--- src/rtl/hazard_fwd_unit_pkg.sv ---
// Shared definitions for the pipeline hazard / forwarding controller:
// operand-mux select encodings and the multi-cycle-op FSM state type.
package hazard_fwd_unit_pkg;

   // EX operand mux select encodings (one 2-bit field per source operand)
   localparam logic [1:0] FWD_REG = 2'b00;  // value read from the register file
   localparam logic [1:0] FWD_WB  = 2'b01;  // bypass from the WB-stage result
   localparam logic [1:0] FWD_MEM = 2'b10;  // bypass from the MEM-stage result

   // Multi-cycle EX op tracking: RUN = normal flow, MD_BUSY = mul/div occupying EX
   typedef enum logic {
      RUN     = 1'b0,
      MD_BUSY = 1'b1
   } hz_state_t;

endpackage : hazard_fwd_unit_pkg

--- src/rtl/hazard_fwd_unit_if.sv ---
// Pipeline-side bundle for the hazard controller. The pipeline (master)
// presents stage register fields; the controller (slave) returns operand
// selects, stall/bubble/flush enables and stall performance counters.
// id_valid qualifies every ID-stage field: when it is low the ID fields are
// don't-care and can never raise a load-use stall. There is no ready/backpressure
// path in this bundle; stalls are reported through the stall_* outputs.
interface hazard_fwd_unit_if #(
   parameter int REG_AW = 5,
   parameter int NSRC   = 2,
   parameter int PERF_W = 16
);

   // ID stage
   logic                   id_valid;
   logic [NSRC*REG_AW-1:0] id_rs;
   logic [NSRC-1:0]        id_rs_used;
   // EX stage
   logic [NSRC*REG_AW-1:0] ex_rs;
   logic [NSRC-1:0]        ex_imm_sel;
   logic [REG_AW-1:0]      ex_rd;
   logic                   ex_regwrite;
   logic                   ex_memread;
   logic                   ex_md_start;
   // MEM / WB stages
   logic [REG_AW-1:0]      mem_rd;
   logic                   mem_regwrite;
   logic [REG_AW-1:0]      wb_rd;
   logic                   wb_regwrite;
   // control flow
   logic                   redirect;

   // controller outputs
   logic [2*NSRC-1:0]      fwd_sel;
   logic [NSRC-1:0]        id_fwd_wb;
   logic                   stall_if;
   logic                   stall_id;
   logic                   stall_ex;
   logic                   bubble_ex;
   logic                   bubble_mem;
   logic                   flush_id;
   logic                   md_busy;
   logic [PERF_W-1:0]      ld_stall_cnt;
   logic [PERF_W-1:0]      md_stall_cnt;

   modport master (
      output id_valid, id_rs, id_rs_used,
      output ex_rs, ex_imm_sel, ex_rd, ex_regwrite, ex_memread, ex_md_start,
      output mem_rd, mem_regwrite, wb_rd, wb_regwrite, redirect,
      input  fwd_sel, id_fwd_wb, stall_if, stall_id, stall_ex,
      input  bubble_ex, bubble_mem, flush_id, md_busy,
      input  ld_stall_cnt, md_stall_cnt
   );

   modport slave (
      input  id_valid, id_rs, id_rs_used,
      input  ex_rs, ex_imm_sel, ex_rd, ex_regwrite, ex_memread, ex_md_start,
      input  mem_rd, mem_regwrite, wb_rd, wb_regwrite, redirect,
      output fwd_sel, id_fwd_wb, stall_if, stall_id, stall_ex,
      output bubble_ex, bubble_mem, flush_id, md_busy,
      output ld_stall_cnt, md_stall_cnt
   );

endinterface : hazard_fwd_unit_if

--- src/rtl/hazard_fwd_unit_fwd_src_sel.sv ---
// Forward-select comparator for a single EX source operand. The MEM result
// is younger than the WB result, so a MEM match wins. x0 never forwards and
// an immediate operand never forwards.
module hazard_fwd_unit_fwd_src_sel
   import hazard_fwd_unit_pkg::*;
#(
   parameter int REG_AW = 5
) (
   input  logic [REG_AW-1:0] ex_rs,
   input  logic              imm_sel,
   input  logic [REG_AW-1:0] mem_rd,
   input  logic              mem_regwrite,
   input  logic [REG_AW-1:0] wb_rd,
   input  logic              wb_regwrite,
   output logic [1:0]        sel
);

   logic mem_hit;
   logic wb_hit;

   assign mem_hit = mem_regwrite && (mem_rd != '0) && (mem_rd == ex_rs);
   assign wb_hit  = wb_regwrite  && (wb_rd  != '0) && (wb_rd  == ex_rs);

   // Priority pick: immediate blocks forwarding, then MEM, then WB
   always_comb begin
      sel = FWD_REG;
      if (!imm_sel) begin
         if (mem_hit) begin
            sel = FWD_MEM;
         end else if (wb_hit) begin
            sel = FWD_WB;
         end
      end
   end

endmodule : hazard_fwd_unit_fwd_src_sel

--- src/rtl/hazard_fwd_unit.sv ---
// Pipeline hazard controller for the 5-stage core: EX operand forwarding for
// NSRC sources, ID-stage WB bypass, one-cycle load-use stall, a mul/div
// occupancy FSM, redirect flush and saturating stall performance counters.
// Stall/bubble/flush enables are combinational so they act in the same cycle
// as the condition that raises them; only the FSM and counters are registered.
module hazard_fwd_unit
   import hazard_fwd_unit_pkg::*;
#(
   parameter int REG_AW    = 5,
   parameter int NSRC      = 2,
   parameter int MD_LAT    = 4,
   parameter int WB_BYPASS = 1,
   parameter int PERF_W    = 16
) (
   input logic               clk,
   input logic               rst,
   hazard_fwd_unit_if.slave  hz
);

   // cnt counts the remaining stalled MD_BUSY cycles; the start cycle in RUN
   // and the final non-stalled MD_BUSY cycle make up the rest of MD_LAT.
   localparam int              CNT_W    = (MD_LAT > 2) ? $clog2(MD_LAT) : 1;
   localparam logic [CNT_W-1:0] CNT_INIT = CNT_W'(MD_LAT - 2);

   hz_state_t         state;
   logic [CNT_W-1:0]  cnt;
   logic [PERF_W-1:0] ld_cnt;
   logic [PERF_W-1:0] md_cnt;

   logic [2*NSRC-1:0] fwd_raw;
   logic [NSRC-1:0]   id_wb_raw;
   logic              ld_src_hit;
   logic              load_use;
   logic              md_stall;
   logic              ld_stall;
   logic              kill;

   // One comparator per EX source operand
   for (genvar i = 0; i < NSRC; i++) begin : g_src
      hazard_fwd_unit_fwd_src_sel #(
         .REG_AW (REG_AW)
      ) u_sel (
         .ex_rs        (hz.ex_rs[i*REG_AW +: REG_AW]),
         .imm_sel      (hz.ex_imm_sel[i]),
         .mem_rd       (hz.mem_rd),
         .mem_regwrite (hz.mem_regwrite),
         .wb_rd        (hz.wb_rd),
         .wb_regwrite  (hz.wb_regwrite),
         .sel          (fwd_raw[2*i +: 2])
      );
   end

   // ID-side source matching: WB bypass selects and the load-use source hit
   always_comb begin
      id_wb_raw  = '0;
      ld_src_hit = 1'b0;
      for (int i = 0; i < NSRC; i++) begin
         if ((WB_BYPASS != 0) && hz.id_rs_used[i] && hz.wb_regwrite &&
             (hz.wb_rd != '0) && (hz.wb_rd == hz.id_rs[i*REG_AW +: REG_AW])) begin
            id_wb_raw[i] = 1'b1;
         end
         if (hz.id_rs_used[i] && (hz.id_rs[i*REG_AW +: REG_AW] == hz.ex_rd)) begin
            ld_src_hit = 1'b1;
         end
      end
   end

   assign load_use = hz.id_valid && hz.ex_memread && hz.ex_regwrite &&
                     (hz.ex_rd != '0) && ld_src_hit;

   // Redirect overrides every stall; reset silences everything.
   assign kill     = rst || hz.redirect;
   assign md_stall = !kill && (((state == RUN) && hz.ex_md_start) ||
                               ((state == MD_BUSY) && (cnt != '0)));
   assign ld_stall = !kill && !md_stall && load_use;

   assign hz.fwd_sel    = rst ? '0 : fwd_raw;
   assign hz.id_fwd_wb  = rst ? '0 : id_wb_raw;
   assign hz.stall_if   = md_stall || ld_stall;
   assign hz.stall_id   = md_stall || ld_stall;
   assign hz.stall_ex   = md_stall;
   assign hz.bubble_ex  = ld_stall || (!rst && hz.redirect);
   assign hz.bubble_mem = md_stall;
   assign hz.flush_id   = !rst && hz.redirect;
   assign hz.md_busy    = !rst && (state == MD_BUSY);

   assign hz.ld_stall_cnt = ld_cnt;
   assign hz.md_stall_cnt = md_cnt;

   // Multi-cycle op FSM, its latency counter and the saturating perf counters
   always_ff @(posedge clk) begin
      if (rst) begin
         state  <= RUN;
         cnt    <= '0;
         ld_cnt <= '0;
         md_cnt <= '0;
      end else begin
         if (hz.redirect) begin
            state <= RUN;
            cnt   <= '0;
         end else begin
            case (state)
               RUN: begin
                  if (hz.ex_md_start) begin
                     state <= MD_BUSY;
                     cnt   <= CNT_INIT;
                  end
               end
               MD_BUSY: begin
                  if (cnt != '0) begin
                     cnt <= cnt - CNT_W'(1);
                  end else begin
                     state <= RUN;
                  end
               end
            endcase
         end
         if (ld_stall && (ld_cnt != '1)) begin
            ld_cnt <= ld_cnt + PERF_W'(1);
         end
         if (md_stall && (md_cnt != '1)) begin
            md_cnt <= md_cnt + PERF_W'(1);
         end
      end
   end

endmodule : hazard_fwd_unit

--- src/flat_wrapper.sv ---
// flat-port wrapper written by rule: the top's interface ports become plain ports
module hazard_fwd_unit_flat import hazard_fwd_unit_pkg::*;
#(
   parameter int REG_AW    = 5,
   parameter int NSRC      = 2,
   parameter int MD_LAT    = 4,
   parameter int WB_BYPASS = 1,
   parameter int PERF_W    = 16
)
  (clk, rst, hz_id_valid, hz_id_rs, hz_id_rs_used, hz_ex_rs, hz_ex_imm_sel, hz_ex_rd, hz_ex_regwrite, hz_ex_memread, hz_ex_md_start, hz_mem_rd, hz_mem_regwrite, hz_wb_rd, hz_wb_regwrite, hz_redirect, hz_fwd_sel, hz_id_fwd_wb, hz_stall_if, hz_stall_id, hz_stall_ex, hz_bubble_ex, hz_bubble_mem, hz_flush_id, hz_md_busy, hz_ld_stall_cnt, hz_md_stall_cnt);
  hazard_fwd_unit_if #(.REG_AW(REG_AW), .NSRC(NSRC), .PERF_W(PERF_W)) hz_i ();
  input logic clk;
  input logic rst;
  input wire logic [$bits(hz_i.id_valid)-1:0] hz_id_valid;
  input wire logic [$bits(hz_i.id_rs)-1:0] hz_id_rs;
  input wire logic [$bits(hz_i.id_rs_used)-1:0] hz_id_rs_used;
  input wire logic [$bits(hz_i.ex_rs)-1:0] hz_ex_rs;
  input wire logic [$bits(hz_i.ex_imm_sel)-1:0] hz_ex_imm_sel;
  input wire logic [$bits(hz_i.ex_rd)-1:0] hz_ex_rd;
  input wire logic [$bits(hz_i.ex_regwrite)-1:0] hz_ex_regwrite;
  input wire logic [$bits(hz_i.ex_memread)-1:0] hz_ex_memread;
  input wire logic [$bits(hz_i.ex_md_start)-1:0] hz_ex_md_start;
  input wire logic [$bits(hz_i.mem_rd)-1:0] hz_mem_rd;
  input wire logic [$bits(hz_i.mem_regwrite)-1:0] hz_mem_regwrite;
  input wire logic [$bits(hz_i.wb_rd)-1:0] hz_wb_rd;
  input wire logic [$bits(hz_i.wb_regwrite)-1:0] hz_wb_regwrite;
  input wire logic [$bits(hz_i.redirect)-1:0] hz_redirect;
  output wire logic [$bits(hz_i.fwd_sel)-1:0] hz_fwd_sel;
  output wire logic [$bits(hz_i.id_fwd_wb)-1:0] hz_id_fwd_wb;
  output wire logic [$bits(hz_i.stall_if)-1:0] hz_stall_if;
  output wire logic [$bits(hz_i.stall_id)-1:0] hz_stall_id;
  output wire logic [$bits(hz_i.stall_ex)-1:0] hz_stall_ex;
  output wire logic [$bits(hz_i.bubble_ex)-1:0] hz_bubble_ex;
  output wire logic [$bits(hz_i.bubble_mem)-1:0] hz_bubble_mem;
  output wire logic [$bits(hz_i.flush_id)-1:0] hz_flush_id;
  output wire logic [$bits(hz_i.md_busy)-1:0] hz_md_busy;
  output wire logic [$bits(hz_i.ld_stall_cnt)-1:0] hz_ld_stall_cnt;
  output wire logic [$bits(hz_i.md_stall_cnt)-1:0] hz_md_stall_cnt;
  assign hz_i.id_valid = hz_id_valid;
  assign hz_i.id_rs = hz_id_rs;
  assign hz_i.id_rs_used = hz_id_rs_used;
  assign hz_i.ex_rs = hz_ex_rs;
  assign hz_i.ex_imm_sel = hz_ex_imm_sel;
  assign hz_i.ex_rd = hz_ex_rd;
  assign hz_i.ex_regwrite = hz_ex_regwrite;
  assign hz_i.ex_memread = hz_ex_memread;
  assign hz_i.ex_md_start = hz_ex_md_start;
  assign hz_i.mem_rd = hz_mem_rd;
  assign hz_i.mem_regwrite = hz_mem_regwrite;
  assign hz_i.wb_rd = hz_wb_rd;
  assign hz_i.wb_regwrite = hz_wb_regwrite;
  assign hz_i.redirect = hz_redirect;
  assign hz_fwd_sel = hz_i.fwd_sel;
  assign hz_id_fwd_wb = hz_i.id_fwd_wb;
  assign hz_stall_if = hz_i.stall_if;
  assign hz_stall_id = hz_i.stall_id;
  assign hz_stall_ex = hz_i.stall_ex;
  assign hz_bubble_ex = hz_i.bubble_ex;
  assign hz_bubble_mem = hz_i.bubble_mem;
  assign hz_flush_id = hz_i.flush_id;
  assign hz_md_busy = hz_i.md_busy;
  assign hz_ld_stall_cnt = hz_i.ld_stall_cnt;
  assign hz_md_stall_cnt = hz_i.md_stall_cnt;
  hazard_fwd_unit #(.REG_AW(REG_AW), .NSRC(NSRC), .MD_LAT(MD_LAT), .WB_BYPASS(WB_BYPASS), .PERF_W(PERF_W)) u_core (.clk(clk), .rst(rst), .hz(hz_i));
endmodule
--- config.mk ---
export PLATFORM = sky130hd
export DESIGN_NAME = hazard_fwd_unit_flat
export DESIGN_NICKNAME = d
export VERILOG_FILES = /design/src/rtl/hazard_fwd_unit_pkg.sv /design/src/rtl/hazard_fwd_unit_if.sv /design/src/rtl/hazard_fwd_unit_fwd_src_sel.sv /design/src/rtl/hazard_fwd_unit.sv /design/src/flat_wrapper.sv
export SDC_FILE = /design/constraint.sdc
export NUM_CORES = 1
export LEC_CHECK = 0
export ABC_AREA = 1
export BUFFER_PORTS_ARGS = -buffer_cell sky130_fd_sc_hd__buf_2
export CORE_AREA = 10 10 88 90
export DETAILED_ROUTE_END_ITERATION = 8
export DIE_AREA = 0 0 98 100
export PLACE_DENSITY_LB_ADDON = 0.08
export SLEW_MARGIN = 20
export SYNTH_ARGS = -nofsm -noshare
export SYNTH_HDL_FRONTEND = slang
export SYNTH_SLANG_ARGS = --single-unit
--- constraint.sdc ---
create_clock -name clk -period 3.8 [get_ports clk]
set_input_delay 0.76 -clock clk [delete_from_list [all_inputs] [get_ports clk]]
set_output_delay 0.76 -clock clk [all_outputs]
set_load 0.01 [all_outputs]
-- Word-level counts from Yosys, hierarchy flattened
Index checks and enable logic that the tools add are counted.
- output and inout port bits: 45
- bits in registers: 35
- word-level logic and storage cells: 78
- bits of input ports: 48
- bitwise logic cells: 1
- multiplexer cells: 18
- $add $sub $neg: 3
- eq/ne operators: 12
- reduce and logical (&&, ||, !) cells: 40
- operators by type and width (kind ; count):
    == test 5 bit ; 8
    adder 16 x 1 -> 16 bit, second input constant ; 2
    inequality test 16 bit, second input constant ; 2
    logical AND 1 bit ; 27
    nonzero test 5 bit ; 3
    2-to-1 mux 2 bit ; 7
    2-to-1 mux 1 bit ; 8
    logical OR 1 bit ; 4
    2-to-1 mux 4 bit ; 1
    inequality test 2 bit, second input constant ; 2
    case mux 2 bit (2 select lines) ; 1
    logical NOT 1 bit ; 3
    case mux 1 bit (2 select lines) ; 1
    AND reduction 2 bit ; 1
    nonzero test 2 bit ; 1
    OR reduction 2 bit ; 1
    subtractor 2 x 1 -> 2 bit, second input constant ; 1
    inverter 1 bit ; 1

-- Longest topological paths before layout
- depth after elaboration: 8
- gate-level depth with buffers: 13
- mapped depth without buffers: 12

-- Hierarchy
A second synthesis with hierarchy kept.
- cell total of the unflattened synthesis: 542
- area total of the unflattened synthesis: 3065.4 um2
- modules (own cells, without submodules) (module ; cells an instance ; instances ; area an instance (um2) ; sequential area each (um2)):
    hazard_fwd_unit ; 426 ; 1 ; 2567.5 ; 700.7
    hazard_fwd_unit_fwd_src_sel ; 58 ; 2 ; 249.0 ; 0.0

-- Least setup slack after synthesis
No wires, ideal clock.
- kind: input port to output port
- start: input rst
- end: output hz_stall_if
- path slack: 1.228 ns
- required time: 3.040 ns
- cell stages on the path: 9
- path buffers: 2
- data arrival time: 1.812 ns
- cell sequence: buf_6 > inv_4 > nand2_4 > nor2_4 > nand2_2 > nor2_4 > nand2_1 > o21ai_0 > buf_4
- word-level cells in the longest chain between the ends: 7
- ends and longest elaborated chain (item ; RTL line ; text):
    start: declaration ; flat_wrapper.sv:13 ; input logic rst;
    logical OR 1 bit (*) ; hazard_fwd_unit.sv:72 ; assign kill = rst || hz.redirect;
    logical NOT 1 bit (*) ; hazard_fwd_unit.sv:73, hazard_fwd_unit.sv:75 ;
    logical AND 1 bit ; hazard_fwd_unit.sv:73 ; assign md_stall = !kill && (((state == RUN) && hz.ex_md_start) ||
    logical NOT 1 bit ; hazard_fwd_unit.sv:75 ; assign ld_stall = !kill && !md_stall && load_use;
    logical AND 1 bit (2 in series) ; hazard_fwd_unit.sv:75 ;
    logical OR 1 bit (*) ; -- ;
    end: declaration ; flat_wrapper.sv:30 ; output wire logic [$bits(hz_i.stall_if)-1:0] hz_stall_if;
Mark *: on every way between the ends. The rest lies on a longest branch, timed or not.

-- Worst setup path after layout
- start: input rst
- end: output hz_stall_if
- word-level cells in the longest chain between the ends: 7
- ends and longest elaborated chain (item ; RTL line ; text):
    logical OR 1 bit (*) ; hazard_fwd_unit.sv:72 ;
    logical NOT 1 bit (*) ; hazard_fwd_unit.sv:73, hazard_fwd_unit.sv:75 ;
    logical AND 1 bit ; hazard_fwd_unit.sv:73 ;
    logical NOT 1 bit ; hazard_fwd_unit.sv:75 ;
    logical AND 1 bit (2 in series) ; hazard_fwd_unit.sv:75 ;
    logical OR 1 bit (*) ; hazard_fwd_unit.sv:79 ; assign hz.stall_if = md_stall || ld_stall;
Marked as above.

==> results.md <==
- Outcome: complete, no violations
- Final setup fails: 0
- Commonest non-fill, non-tap cells in the layout: nand2_1 (134), buf_2 (92), inv_1 (80)
- Die ar.: 9800 µm²
- Die width: 98 µm
- Fmax: 353.5 MHz
- Core area: 6132 µm²
- DR WL/cell: 12.12 µm
- PD cells: 248.6 nW/µm²
- Area delta synth->final: 20.39%
- Sequential area share after synthesis: 24.24%
- # clock sinks: 35
- Commonest non-fill, non-tap cell in the layout: nand2_1
- Syn avg cell area: 5.899 µm²
- GR Layer Usage met1: 17.87%
- Routability cong.: 0.9262
- Crit path kind: in2out
- # port buffers: 92
- Post-Synthesis Cells: 490
- Yosys cell types: 35
- Vias in the first global route: 3114
- Synthesized net count: 541
- IO Pins: 93
- Crit path max-delay family: buffers and inverters
- Starting density of the core: 47.13%
- Drt total wl: 7940 µm
- Max clock buf depth: 2
- Largest net degree at the start of global routing: 28
- Reg2Reg Capture Point: u_core.hz.ld_stall_cnt[1]$_SDFFE_PP0P_
- Root Driver: clkbuf_8
- Final worst setup slack: 0.9709 ns
- Hold Path Origin: u_core.hz.md_stall_cnt[11]$_SDFFE_PP0P_
- Total gr overflow: 0
- Worst EP arrival: 2.07 ns
- Setup tns final: 0 ns
- GR peak layer: met2
- Worst Hold Path EP: u_core.hz.md_stall_cnt[11]$_SDFFE_PP0P_
- Max_cap viols: 0
- Crit path depth: 9
- Hold Crit Depth: 2
- Syn Std Cell Area: 2890 µm²
- Met2 usage: 27.36%
- Crit-path slowest cell: inv_4
- YS warnings: 0
- Initial antenna violation count: 0
- DIE HEIGHT: 100 µm
- Leak Pwr: 1.774 nW
- Worst relative slew slack: 69.32%
- Post_cts resized: 0
- Vias: 3209
- Largest vdd supply drop: 0.1459 mV
- H-tree depth: 2
- Layout cell share with drive strength beyond 1: 20.42%
- 1st-iter DRT viols: 128
- Min Tclk post-route: 2.829 ns
- Place WS: 0.9742 ns
- Insertion delay to the later sink of the worst-skew pair: 0.30 ns
- Seq cells post-synth: 35
- Final slew viol count: 0
- First-pass GRT wire length: 13540 µm
- CTS buffer count: 5
- Post-DP HPWL: 6390 µm
- Reg2reg path depth: 8
- Hold_ws: 0.4965 ns
- Worst Path Buf+Inv: 3
- Setup Fix Bufs, Post-CTS: 0
- Setup Skew: 0.02004 ns
- CTS tree: yes
- Period utilisation layout: 74.45%
- Gr usage total: 15.72%
- Setup crit start kind: input pin
- Layout Nets: 628
- Hold Path Class: reg2reg
- Origin of the critical flop-to-flop path: u_core.hz.ld_stall_cnt[1]$_SDFFE_PP0P_
- Worst Path Required: 3.04 ns
- Crit-path max FO: 22
- DRC Markers: 0
- Met3 Resource Use GR: 5.288%
- Endpoint class of the critical path: primary output
- Vias/cell: 4.899
- Fin. Hold Viols: 0
- FILL cells: 642
- CP max stage delay: 0.25 ns
- Slew at the pin closest to its max-slew limit: 0.4588 ns
- Hold-fix buffers at CTS: 0
- Internal reg-to-reg setup slack: 1.77 ns
- Finished Core Util: 56.74%
- Post-route ant nets: 0
- Crit path cell chain: buf_2 -> inv_4 -> nand2_4 -> nor2_4 -> nand2_2 -> nor2_4 -> nand2_1 -> o21ai_0 -> buf_2
- RSZ-0062 raised after global routing: false
- 1st-pass router iterations: 5
- FP Rows: 29
- N_diodes: 0
- Clock-pin slew on the worst setup and hold paths: 0.08 ns
[cell usage after synthesis (all sizes together)]
cell / number / area, µm²
xnor2: 10 / 87.58
a221oi: 1 / 8.760
xor2: 14 / 122.6
dfxtp: 35 / 700.7
buf: 10 / 85.08
or2: 1 / 6.260
o211ai: 1 / 7.510
ha: 3 / 37.54
nand2: 139 / 544.3
clkbuf: 4 / 15.01
a21oi: 15 / 75.07
inv: 83 / 314.1
nand3: 35 / 180.2
o21ai: 9 / 48.80
nor2: 72 / 292.8
nor4: 2 / 12.51
and3: 2 / 12.51
nor3: 14 / 80.08
nand4: 23 / 143.9
a211oi: 4 / 30.03
clkinv: 1 / 3.750
nor3b: 3 / 22.52
o22ai: 7 / 43.79
a22o: 1 / 8.760
a31oi: 1 / 6.260
[state kept, by name, summed over array words and instances, names as in the netlist]
register and flops:
u_core.cnt 2, u_core.hz.ld_stall_cnt 16, u_core.hz.md_stall_cnt 16, u_core.state 1
[stage by stage]
step	cell area (µm²)	cells	power, mW
floorplan	2890	490	0.4611
global placement	3362	647	0.5104
detailed placement	3362	647	0.5115
CTS	3480	655	0.8683
global route	3480	655	0.8935
finish	3480	655	0.8652
[logic make-up (layout without fill, tap and decap cells)]
family / after synthesis / after routing / share of synthesized area [%]
buffers and inverters: 98 / 186 / 14.46
DFF: 35 / 35 / 24.24
and+or+nand+nor: 291 / 291 / 44.81
adders and majority gates: 3 / 3 / 1.299
xor gates and xnor gates: 24 / 24 / 7.273
AOI/OAI and AO/OA: 39 / 39 / 7.922
[power by group]
part	switching [mW]	total, mW	internal (mW)
clock network	0.149	0.362	0.213
registers	0.00208	0.371	0.369
logic	0.0792	0.132	0.0533
[how the worst max path moves through the flow]
stage / endpoint / from
detailed placement: hz_stall_id / rst
CTS: hz_stall_id / rst
global placement: hz_stall_id / rst
finish: hz_stall_if / rst
global route: hz_stall_id / rst
floorplan: hz_stall_if / rst
[layer usage]
metal	vias to the layer above	routed length, µm
met5	-	0
met4	0	87
met3	8	556
met2	83	3740
met1	1402	3555
li1	1716	-
[layout make-up]
class,count,area (µm²),share of cell area (%)
Clock buffer,6,82.58,2.373
Multi-Input combinational cell,357,1772,50.92
Inverter,84,317.8,9.133
Sequential cell,35,700.7,20.14
Tap cell,77,96.34,2.769
Timing Repair Buffer,94,475.5,13.66
Clock inverter,2,35.03,1.007
[tightest hold or removal path: cells and delay by family (launching register included)]
kind,cells,cell delay (ns)
flops,1,0.33
compound gates,1,0.05
simple gates,1,0.07
Note: power is estimated with default switching activity, not from simulation.
